<file path="src/rtl/ex_stage_if.sv">
// Decode-to-execute and EX/MEM signal bundle for the execute stage.
// EX_FWD_EN adds the source register numbers and the memory-stage forwarding path.
interface ex_stage_if #(
   parameter int DATA_W = 16
);
   logic              id_valid;
   logic [3:0]        id_opcode;
   logic [DATA_W-1:0] id_src1;
   logic [DATA_W-1:0] id_src2;
   logic [DATA_W-1:0] id_imm;
   logic              id_imm_sel;
   logic [DATA_W-1:0] id_store_data;
   logic [2:0]        id_op_dest;
   logic              id_mem_write_en;
   logic              id_wb_mux;
   logic              id_wb_en;
`ifdef EX_FWD_EN
   logic [2:0]        id_rs1;
   logic [2:0]        id_rs2;
   logic              wb_fwd_en;
   logic [2:0]        wb_fwd_dest;
   logic [DATA_W-1:0] wb_fwd_data;
`endif

   logic              ex_stall;
   logic [3:0]        opcode_ex_mem;
   logic [DATA_W-1:0] ex_alu_res;
   logic [DATA_W-1:0] ex_store_data;
   logic [2:0]        ex_op_dest;
   logic              mem_write_en;
   logic              ex_wb_mux;
   logic              ex_wb_en;

   modport master (
`ifdef EX_FWD_EN
      output id_rs1, id_rs2, wb_fwd_en, wb_fwd_dest, wb_fwd_data,
`endif
      output id_valid, id_opcode, id_src1, id_src2, id_imm, id_imm_sel,
             id_store_data, id_op_dest, id_mem_write_en, id_wb_mux, id_wb_en,
      input  ex_stall, opcode_ex_mem, ex_alu_res, ex_store_data, ex_op_dest,
             mem_write_en, ex_wb_mux, ex_wb_en
   );

   modport slave (
`ifdef EX_FWD_EN
      input  id_rs1, id_rs2, wb_fwd_en, wb_fwd_dest, wb_fwd_data,
`endif
      input  id_valid, id_opcode, id_src1, id_src2, id_imm, id_imm_sel,
             id_store_data, id_op_dest, id_mem_write_en, id_wb_mux, id_wb_en,
      output ex_stall, opcode_ex_mem, ex_alu_res, ex_store_data, ex_op_dest,
             mem_write_en, ex_wb_mux, ex_wb_en
   );
endinterface

</file>
<file path="src/rtl/ex_stage.sv">
// Execute stage: single-cycle ALU ops plus a shift-add multiply, registered into EX/MEM.
// Define EX_FWD_EN to forward operands from EX/MEM and the memory-stage writeback.
module ex_stage #(
   parameter int DATA_W     = 16,
   parameter int MUL_CYCLES = 16
) (
   input logic       clk,
   input logic       rst,
   ex_stage_if.slave bus
);
   localparam int               CNT_W    = $clog2(MUL_CYCLES);
   localparam logic [CNT_W-1:0] CNT_LAST = CNT_W'(MUL_CYCLES - 1);

   localparam logic [3:0] OP_ADD = 4'd1;
   localparam logic [3:0] OP_SUB = 4'd2;
   localparam logic [3:0] OP_AND = 4'd3;
   localparam logic [3:0] OP_OR  = 4'd4;
   localparam logic [3:0] OP_XOR = 4'd5;
   localparam logic [3:0] OP_SLL = 4'd6;
   localparam logic [3:0] OP_SRL = 4'd7;
   localparam logic [3:0] OP_SRA = 4'd8;
   localparam logic [3:0] OP_MUL = 4'd9;
   localparam logic [3:0] OP_LW  = 4'd10;
   localparam logic [3:0] OP_SW  = 4'd11;

   typedef enum logic {IDLE, BUSY} state_t;

   state_t            state, state_next;
   logic [DATA_W-1:0] mcand, mcand_next, mplier, mplier_next, acc, acc_next, acc_sum;
   logic [CNT_W-1:0]  cnt, cnt_next;
   logic [2:0]        mul_dest, mul_dest_next;
   logic              mul_wb_en, mul_wb_en_next, mul_wb_mux, mul_wb_mux_next;

   logic [DATA_W-1:0] op_a, op_b, store_val, alu_res;
   logic [3:0]        shamt;
   logic              single_op;
   logic              stall;

   logic [3:0]        opcode_q, opcode_d;
   logic [DATA_W-1:0] res_q, res_d, store_q, store_d;
   logic [2:0]        dest_q, dest_d;
   logic              mwe_q, mwe_d, wbmux_q, wbmux_d, wben_q, wben_d;

   // Operand selection; with forwarding, the EX/MEM result outranks the memory-stage value.
   always_comb begin
      op_a      = bus.id_src1;
      op_b      = bus.id_imm_sel ? bus.id_imm : bus.id_src2;
      store_val = bus.id_store_data;
`ifdef EX_FWD_EN
      if (wben_q && !wbmux_q && dest_q == bus.id_rs1)
         op_a = res_q;
      else if (bus.wb_fwd_en && bus.wb_fwd_dest == bus.id_rs1)
         op_a = bus.wb_fwd_data;
      if (wben_q && !wbmux_q && dest_q == bus.id_rs2) begin
         store_val = res_q;
         if (!bus.id_imm_sel)
            op_b = res_q;
      end else if (bus.wb_fwd_en && bus.wb_fwd_dest == bus.id_rs2) begin
         store_val = bus.wb_fwd_data;
         if (!bus.id_imm_sel)
            op_b = bus.wb_fwd_data;
      end
`endif
   end

   always_comb begin
      shamt     = op_b[3:0];
      alu_res   = '0;
      single_op = 1'b1;
      case (bus.id_opcode)
         OP_ADD, OP_LW, OP_SW: alu_res = op_a + op_b;
         OP_SUB:               alu_res = op_a - op_b;
         OP_AND:               alu_res = op_a & op_b;
         OP_OR:                alu_res = op_a | op_b;
         OP_XOR:               alu_res = op_a ^ op_b;
         OP_SLL:               alu_res = op_a << shamt;
         OP_SRL:               alu_res = op_a >> shamt;
         OP_SRA:               alu_res = $unsigned($signed(op_a) >>> shamt);
         default:              single_op = 1'b0;
      endcase
   end

   // Multiply sequencing and EX/MEM next values; a bubble is the all-zero default.
   always_comb begin
      state_next      = state;
      mcand_next      = mcand;
      mplier_next     = mplier;
      acc_next        = acc;
      cnt_next        = cnt;
      mul_dest_next   = mul_dest;
      mul_wb_en_next  = mul_wb_en;
      mul_wb_mux_next = mul_wb_mux;
      acc_sum         = acc + (mplier[0] ? mcand : '0);
      stall           = 1'b0;
      opcode_d        = '0;
      res_d           = '0;
      store_d         = '0;
      dest_d          = '0;
      mwe_d           = 1'b0;
      wbmux_d         = 1'b0;
      wben_d          = 1'b0;
      case (state)
         IDLE: begin
            if (bus.id_valid) begin
               if (bus.id_opcode == OP_MUL) begin
                  stall           = 1'b1;
                  mcand_next      = op_a;
                  mplier_next     = op_b;
                  acc_next        = '0;
                  cnt_next        = '0;
                  mul_dest_next   = bus.id_op_dest;
                  mul_wb_en_next  = bus.id_wb_en;
                  mul_wb_mux_next = bus.id_wb_mux;
                  state_next      = BUSY;
               end else if (single_op) begin
                  opcode_d = bus.id_opcode;
                  res_d    = alu_res;
                  store_d  = store_val;
                  dest_d   = bus.id_op_dest;
                  mwe_d    = bus.id_mem_write_en;
                  wbmux_d  = bus.id_wb_mux;
                  wben_d   = bus.id_wb_en;
               end
            end
         end
         BUSY: begin
            acc_next    = acc_sum;
            mcand_next  = mcand << 1;
            mplier_next = mplier >> 1;
            cnt_next    = cnt + CNT_W'(1);
            if (cnt == CNT_LAST) begin
               opcode_d   = OP_MUL;
               res_d      = acc_sum;
               dest_d     = mul_dest;
               wbmux_d    = mul_wb_mux;
               wben_d     = mul_wb_en;
               state_next = IDLE;
            end else begin
               stall = 1'b1;
            end
         end
         default: state_next = IDLE;
      endcase
   end

   always_ff @(posedge clk or posedge rst) begin
      if (rst)
         state <= IDLE;
      else
         state <= state_next;
   end

   always_ff @(posedge clk or posedge rst) begin
      if (rst) begin
         mcand      <= '0;
         mplier     <= '0;
         acc        <= '0;
         cnt        <= '0;
         mul_dest   <= '0;
         mul_wb_en  <= 1'b0;
         mul_wb_mux <= 1'b0;
         opcode_q   <= '0;
         res_q      <= '0;
         store_q    <= '0;
         dest_q     <= '0;
         mwe_q      <= 1'b0;
         wbmux_q    <= 1'b0;
         wben_q     <= 1'b0;
      end else begin
         mcand      <= mcand_next;
         mplier     <= mplier_next;
         acc        <= acc_next;
         cnt        <= cnt_next;
         mul_dest   <= mul_dest_next;
         mul_wb_en  <= mul_wb_en_next;
         mul_wb_mux <= mul_wb_mux_next;
         opcode_q   <= opcode_d;
         res_q      <= res_d;
         store_q    <= store_d;
         dest_q     <= dest_d;
         mwe_q      <= mwe_d;
         wbmux_q    <= wbmux_d;
         wben_q     <= wben_d;
      end
   end

   // Stall is forced low while reset is held so decode is never frozen by a dead multiply.
   assign bus.ex_stall      = stall & ~rst;
   assign bus.opcode_ex_mem = opcode_q;
   assign bus.ex_alu_res    = res_q;
   assign bus.ex_store_data = store_q;
   assign bus.ex_op_dest    = dest_q;
   assign bus.mem_write_en  = mwe_q;
   assign bus.ex_wb_mux     = wbmux_q;
   assign bus.ex_wb_en      = wben_q;
endmodule
</file>
<file path="src/flat_wrapper.sv">
// flat-port wrapper written by rule: the top's interface ports become plain ports
module ex_stage_flat 
#(
   parameter int DATA_W     = 16,
   parameter int MUL_CYCLES = 16
)
  (clk, rst, bus_id_valid, bus_id_opcode, bus_id_src1, bus_id_src2, bus_id_imm, bus_id_imm_sel, bus_id_store_data, bus_id_op_dest, bus_id_mem_write_en, bus_id_wb_mux, bus_id_wb_en, bus_ex_stall, bus_opcode_ex_mem, bus_ex_alu_res, bus_ex_store_data, bus_ex_op_dest, bus_mem_write_en, bus_ex_wb_mux, bus_ex_wb_en);
  ex_stage_if #(.DATA_W(DATA_W)) bus_i ();
  input logic clk;
  input logic rst;
  input wire logic [$bits(bus_i.id_valid)-1:0] bus_id_valid;
  input wire logic [$bits(bus_i.id_opcode)-1:0] bus_id_opcode;
  input wire logic [$bits(bus_i.id_src1)-1:0] bus_id_src1;
  input wire logic [$bits(bus_i.id_src2)-1:0] bus_id_src2;
  input wire logic [$bits(bus_i.id_imm)-1:0] bus_id_imm;
  input wire logic [$bits(bus_i.id_imm_sel)-1:0] bus_id_imm_sel;
  input wire logic [$bits(bus_i.id_store_data)-1:0] bus_id_store_data;
  input wire logic [$bits(bus_i.id_op_dest)-1:0] bus_id_op_dest;
  input wire logic [$bits(bus_i.id_mem_write_en)-1:0] bus_id_mem_write_en;
  input wire logic [$bits(bus_i.id_wb_mux)-1:0] bus_id_wb_mux;
  input wire logic [$bits(bus_i.id_wb_en)-1:0] bus_id_wb_en;
  output wire logic [$bits(bus_i.ex_stall)-1:0] bus_ex_stall;
  output wire logic [$bits(bus_i.opcode_ex_mem)-1:0] bus_opcode_ex_mem;
  output wire logic [$bits(bus_i.ex_alu_res)-1:0] bus_ex_alu_res;
  output wire logic [$bits(bus_i.ex_store_data)-1:0] bus_ex_store_data;
  output wire logic [$bits(bus_i.ex_op_dest)-1:0] bus_ex_op_dest;
  output wire logic [$bits(bus_i.mem_write_en)-1:0] bus_mem_write_en;
  output wire logic [$bits(bus_i.ex_wb_mux)-1:0] bus_ex_wb_mux;
  output wire logic [$bits(bus_i.ex_wb_en)-1:0] bus_ex_wb_en;
  assign bus_i.id_valid = bus_id_valid;
  assign bus_i.id_opcode = bus_id_opcode;
  assign bus_i.id_src1 = bus_id_src1;
  assign bus_i.id_src2 = bus_id_src2;
  assign bus_i.id_imm = bus_id_imm;
  assign bus_i.id_imm_sel = bus_id_imm_sel;
  assign bus_i.id_store_data = bus_id_store_data;
  assign bus_i.id_op_dest = bus_id_op_dest;
  assign bus_i.id_mem_write_en = bus_id_mem_write_en;
  assign bus_i.id_wb_mux = bus_id_wb_mux;
  assign bus_i.id_wb_en = bus_id_wb_en;
  assign bus_ex_stall = bus_i.ex_stall;
  assign bus_opcode_ex_mem = bus_i.opcode_ex_mem;
  assign bus_ex_alu_res = bus_i.ex_alu_res;
  assign bus_ex_store_data = bus_i.ex_store_data;
  assign bus_ex_op_dest = bus_i.ex_op_dest;
  assign bus_mem_write_en = bus_i.mem_write_en;
  assign bus_ex_wb_mux = bus_i.ex_wb_mux;
  assign bus_ex_wb_en = bus_i.ex_wb_en;
  ex_stage #(.DATA_W(DATA_W), .MUL_CYCLES(MUL_CYCLES)) u_core (.clk(clk), .rst(rst), .bus(bus_i));
endmodule
</file>
<file path="config.mk">
export PLATFORM = sky130hd
export DESIGN_NAME = ex_stage_flat
export DESIGN_NICKNAME = d
export VERILOG_FILES = /design/src/rtl/ex_stage_if.sv /design/src/rtl/ex_stage.sv /design/src/flat_wrapper.sv
export SDC_FILE = /design/constraint.sdc
export NUM_CORES = 1
export LEC_CHECK = 0
export ABC_AREA = 1
export BUFFER_PORTS_ARGS = -buffer_cell sky130_fd_sc_hd__buf_4
export CORE_UTILIZATION = 40
export DETAILED_ROUTE_END_ITERATION = 8
export PLACE_DENSITY = 0.68
export SLEW_MARGIN = 20
export SYNTH_ARGS = -nofsm -noshare
export SYNTH_HDL_FRONTEND = slang
export SYNTH_SLANG_ARGS = --single-unit
</file>
<file path="constraint.sdc">
create_clock -name clk -period 6.99 [get_ports clk]
set_clock_uncertainty 0.05 [all_clocks]
set_input_delay 1.0485 -clock clk [delete_from_list [all_inputs] [get_ports clk]]
set_output_delay 1.0485 -clock clk [all_outputs]
set_load 0.02 [all_outputs]
</file>
Yosys cells after proc, flatten, opt, wreduce, memory -nomap -nowiden:

Cells that the tools add are included.

* div/mod/pow operators: 0
* mux-type cells: 53
* $lt $le $gt $ge: 0
* bitwise gates (word level): 6
* shift operators: 3
* add/sub/neg operators: 4
* reductions and logical operators: 4
* equal/unequal tests: 14
* multipliers: 0

Operators by type and width (count)
* 16-bit 2-to-1 mux: 16
* 16-bit one-hot mux with 2 select lines: 4
* 16-bit one-hot mux with 8 select lines: 1
* 16-bit adder: 2
* 4-bit 2-to-1 mux: 6
* 4-bit == test (second input constant): 5
* 16-bit bitwise AND: 1
* 4-bit by 3-bit == test with 1-bit output (second input constant): 4
* 1-bit 2-to-1 mux: 16
* 16-bit OR: 1
* 4-bit one-hot mux with 2 select lines: 2
* 16-bit by 4-bit << shifter with 16-bit output: 1
* 16-bit by 4-bit >> shifter with 16-bit output: 1
* 16-bit by 4-bit >>> shifter with 16-bit output: 1
* 16-bit subtractor: 1
* 16-bit XOR: 1
* 3-bit 2-to-1 mux: 4
* 10-bit OR reduction: 1
* 4-bit by 2-bit == test with 1-bit output (second input constant): 2
* 1-bit one-hot mux with 2 select lines: 3
* 3-bit one-hot mux with 2 select lines: 1
* 4-bit by 1-bit adder with 4-bit output (second input constant): 1
* 4-bit by 1-bit == test with 1-bit output (second input constant): 1
* 3-bit AND reduction: 1
* 6 further kinds: 7

* memory bits (writable): 0
* memories kept: 0
* bits in latches: 0
* output and inout bits: 43
* register bits after elaboration: 100
* logic and storage cells: 99
* memory bits (read-only): 0

Longest topological paths before layout:

* depth after elaboration: 7
* gate-level depth with buffers: 23
* gate-level depth less buffers: 22

Least setup slack after synthesis:

No wires, ideal clock.

* kind: input-to-reg
* from: in bus_id_imm_sel
* to: reg u_core.res_q[15], in the netlist u_core.bus.ex_alu_res[15]
* data required time: 6.823 ns
* setup time: 0.117 ns
* path slack: 3.457 ns
* data arrival time: 3.366 ns
* stages on the path: 20
* path buffers: 1
* cells stage by stage: inv_2 > nand2_1 > nand2_2 > buf_2 > ha_1 > nand4_1 > nor2_1 > nand2_1 > o21ai_2 > xor2_1 > ha_1 > a21oi_1 > a21boi_0 > nand2_1 > a21oi_1 > nand3_1 > nand3_1 > nand2_1 > nand2_1 > nand2_1

* longest elaborated chain between the ends: 7

Ends and longest elaborated chain
* from (decl): RTL line flat_wrapper.sv:16 `input wire logic [$bits(bus_i.id_imm_sel)-1:0] bus_id_imm_sel;`
* 16-bit 2-to-1 mux *: RTL line ex_stage.sv:47 `op_b = bus.id_imm_sel ? bus.id_imm : bus.id_src2;`
* 16-bit subtractor, or another cell as far along: RTL line ex_stage.sv:72 `OP_SUB: alu_res = op_a - op_b;`
* 16-bit one-hot mux with 8 select lines *: RTL line ex_stage.sv:70 `case (bus.id_opcode)`
* 16-bit 2-to-1 mux *: RTL line ex_stage.sv:115 `end else if (single_op) begin`
* 16-bit 2-to-1 mux *: RTL line ex_stage.sv:105 `if (bus.id_opcode == OP_MUL) begin`
* 16-bit 2-to-1 mux *: RTL line ex_stage.sv:104 `if (bus.id_valid) begin`
* 16-bit one-hot mux with 2 select lines *: RTL line ex_stage.sv:102 `case (state)`
* net u_core.res_d[15]: RTL line ex_stage.sv:40 `logic [DATA_W-1:0] res_q, res_d, store_q, store_d;`
* to (signal assigned): RTL line ex_stage.sv:178 `res_q <= res_d;`
* to (decl): RTL line ex_stage.sv:40

Mark *: on every way through the listed nets, which the timed path passes. The rest lies on a longest branch.
A chain may end at the register's enable or synchronous reset.

Worst setup path in the final report:

Same ends and word-level chain as after synthesis.

==> flow_metrics.env <==
export IMPL_status="complete, no violations"
export IMPL_synth_seq_cells=100
export IMPL_r2r_start="u_core.mplier[0]"
export IMPL_placedCellCount=1692
export IMPL_synth_xor_area_share_pct=1.99
export IMPL_rows=53
export IMPL_hpwl_um=24000
export IMPL_die_h_um=150
export IMPL_worst_slew_pin_slew_ns=0.859
export IMPL_clockBufferDepth=2
export IMPL_port_buffers=120
export IMPL_worst_path_buf_inv=3
export IMPL_ys_warn_count=0
export IMPL_via_count=9287
export IMPL_cp_max_fo=32
export IMPL_die_width_um=150
export IMPL_grt_pass1_wl_um=47600
export IMPL_routed_wl_um=31000
export IMPL_final_cells=1708
export IMPL_post_cts_resize_count=0
export IMPL_cts_sinks=100
export IMPL_synth_top_family_by_area="simple AND/OR/NAND/NOR gates"
export IMPL_grt_busiest_layer="met2"
export IMPL_gr_usage_met1_pct=38.6
export IMPL_design_core_area_um2=21300
export IMPL_clk_latency_ns=0.35
export IMPL_synth_ff_type="dfrtp_1"
export IMPL_r2r_end="u_core.bus.ex_alu_res[10]"
export IMPL_grtUsageMet3_pct=3.33
export IMPL_hold_viol_final=0
export IMPL_ant_nets=0
export IMPL_cts_root_buf="clkbuf_16"
export IMPL_async_flop_share_pct=100
export IMPL_min_path_type="flop to flop"
export IMPL_drive_gt1_share_pct=14.0
export IMPL_n_fill_cell=2240
export IMPL_grt_use_total_pct=27.9
export IMPL_cp_common_cell="nand2_1"
export IMPL_seq_area_um2=2500
export IMPL_rsz0062_at_grt="no"
export IMPL_synth_seq_area_share_pct=28.4
export IMPL_worst_hold_path_num_cells=2
export IMPL_cts_tree="yes"
export IMPL_grt_max_degree=68
export IMPL_cp_cell_sequence="buf_4 > inv_2 > nand2_1 > nand2_2 > inv_2 > nor2_4 > nand4_1 > nor2_1 > nand2_1 > nand2_1 > xor2_1 > ha_1 > a21oi_1 > o21ai_0 > nand2_1 > nand2_1 > a21oi_1 > nand3_1 > nand3_1 > nand2_1 > nand2_1 > nand2_1"
export IMPL_fmax_ghz=0.212
export IMPL_start_util_pct=41.4
export IMPL_nets=1574
export IMPL_r2r_slack_ns=3.95
export IMPL_clkSlewWorstSetupHoldPaths_ns=0.07
export IMPL_slew_limit_headroom_pct=42.7
export IMPL_drt_initial_drc_count=749
export IMPL_finalCriticalPeriod_ns=4.71
export IMPL_avgSynthCellArea_um2=6.60
export IMPL_max_cap_viol_count=0
export IMPL_wl_per_cell_um=18.2
export IMPL_synth_nets=1482
export IMPL_cts_htree_levels=3
export IMPL_worstSetupPathType="input pin to flop"
export IMPL_drc_errors=0
export IMPL_synthMuxAreaShare_pct=0
export IMPL_crit_arrival_ns=4.90
export IMPL_dieArea_um2=22600
export IMPL_ys_types=45
export IMPL_cts_setup_buffers=0
export IMPL_finalSetupTns_ns=0
export IMPL_finalSetupViolations=0
export IMPL_antenna_found_initial=0
export IMPL_diodes=0
export IMPL_pin_count=121
export IMPL_worstRegToRegCells=12
export IMPL_finalWeightedCongestion=0.974
export IMPL_post_route_period_util_pct=67.4
export IMPL_synth_compound_area_share_pct=12.9
export IMPL_via_per_inst=5.44
export IMPL_critPathCaptureType="flop"
export IMPL_p_leak_nw=5.72
export IMPL_crit_required_ns=7.18
export IMPL_grt_pass1_vias=8610
export IMPL_synth_adder_area_share_pct=9.82
export IMPL_syn_area_um2=8820
export IMPL_yosys_area_share_simple_pct=37.5
export IMPL_cpMaxStageDelayCell="nand2_2"
export IMPL_startpoint_type="input pin"
export IMPL_overflow=0
export IMPL_cpLargestDelayFamily="simple AND/OR/NAND/NOR gates"
export IMPL_cts_buffers=9
export IMPL_drt_pass1_iterations=5
export IMPL_power_density_nw_per_um2=227
export IMPL_met2_usage_pct=44.6
export IMPL_synth_edf_count=0
export IMPL_multi_input_area_um2=5490
export IMPL_irDropWorstVdd_v=0.000113
export IMPL_min_to="u_core.mul_dest[2]"
export IMPL_area_growth_pct=15.3
export IMPL_maxSlewViolCount=0
export IMPL_max_stage_delay_ns=0.44
export IMPL_cts_hold_fix_buffers=0
export IMPL_hp_start="u_core.mul_dest[2]"
export IMPL_syn_inst=1336
registers in the layout, indices dropped and copies added (netlist names):
name,count
u_core.acc,16
u_core.bus.ex_alu_res,16
u_core.bus.ex_op_dest,3
u_core.bus.ex_store_data,16
u_core.bus.ex_wb_en,1
u_core.bus.ex_wb_mux,1
u_core.bus.mem_write_en,1
u_core.bus.opcode_ex_mem,4
u_core.cnt,4
u_core.mcand,16
u_core.mplier,16
u_core.mul_dest,3
u_core.mul_wb_en,1
u_core.mul_wb_mux,1
u_core.state,1
worst max path at each step:
stage | end | slack [ns] | cells past startpoint | from
floorplan | u_core.acc[0] | 3.27 | 1 | rst
global placement | u_core.bus.ex_alu_res[15] | 1.98 | 22 | bus_id_imm_sel
detailed placement | u_core.bus.ex_alu_res[15] | 1.93 | 22 | bus_id_imm_sel
CTS | u_core.bus.ex_alu_res[15] | 2.30 | 22 | bus_id_imm_sel
global route | u_core.bus.ex_alu_res[15] | 1.75 | 22 | bus_id_imm_sel
finish | u_core.bus.ex_alu_res[15] | 2.28 | 22 | bus_id_imm_sel
placed cells by master (no fill, tap or decap), types with 11 or more instances in the layout:
cell / n
nor2_1: 92
nand2_2: 20
nand4_1: 12
a21oi_1: 53
nand2_1: 463
inv_1: 140
xor2_1: 17
ha_1: 66
nand3_1: 137
o21ai_1: 11
buf_4: 127
dfrtp_1: 100
o211ai_1: 34
o21ai_0: 47
power by group:
part | internal [W] | total [W] | switching (W)
combinational | 0.000325 | 0.000944 | 0.000619
sequential | 0.000721 | 0.000822 | 0.000101
clock | 0.000296 | 0.000537 | 0.000241
kinds of logic (layout without fill, tap and decap cells):
| group | Yosys count | in the layout |
|---|---|---|
| AO/OA/AOI/OAI | 184 | 184 |
| adder cells (fa/ha/maj) | 68 | 68 |
| XOR/XNOR | 20 | 20 |
| buffers and inverters | 194 | 291 |
| AND/OR/NAND/NOR | 770 | 770 |
| flip-flops | 100 | 100 |
cell usage after synthesis, types with 4 or more instances:
cell      instances  area, um2
or2_2            10       62.6
nand3b_1          8       60.1
nand3_2           4       40.0
nor2_2            6       37.5
o211ai_1         34        255
nand3_1         137        686
buf_1             4       15.0
a22o_1            8       70.1
nand2_4           5       56.3
inv_2             5       18.8
a21o_1            7       52.6
clkbuf_1         16       60.1
a21oi_1          54        270
ha_1             66        826
nand2_1         463       1740
dfrtp_1         100       2500
a221oi_1          5       43.8
buf_6             8       90.1
nor3_1            9       45.0
xor2_1           17        149
o21ai_1          11       55.1
o21ai_0          47        235
nor2_1           92        345
nand2_2          20        125
buf_2            14       70.1
inv_1           141        529
nand4_1          12       75.1
layer usage:
metal  share of wire [%]  vias to the layer above
li1                    -                     4519
met2                  45                      397
met3                 7.7                       54
met1                  44                     4317
met5                   0                        -
met4                 3.3                        0
per-stage QoR:
stage / util (%) / power (W) / hold slack (ns) / setup WS, ns / instance area, um2
4_1_cts: 47.8 / 0.00230 / 0.439 / 2.30 / 10200
3_3_place_gp: 46.3 / 0.00175 / 0.413 / 1.98 / 9850
2_1_floorplan: - / 0.00147 / 0.398 / 3.27 / 8820
3_5_place_dp: 46.3 / 0.00177 / 0.420 / 1.93 / 9850
6_report: 47.8 / 0.00230 / 0.440 / 2.28 / 10200
5_1_grt: 47.8 / 0.00246 / 0.459 / 1.75 / 10200
worst register-to-register path: cells and delay by family (launching register included):
kind / cells / cell delay (ns)
flops: 1 / 0.60
compound gates: 3 / 0.78
buf+inv: 1 / 0.05
simple gates: 6 / 0.82
fa+ha+maj: 2 / 0.66
area by class of cell:
cell class                 instances  area share, %
clock buffer                      10           2.35
clock inverter                     6          0.775
inverter                         148           5.49
multi-input combinational       1042           54.0
sequential                       100           24.6
tap                              275           3.38
timing repair buffer             127           9.38
No activity file was read; power rests on OpenSTA's default activity.
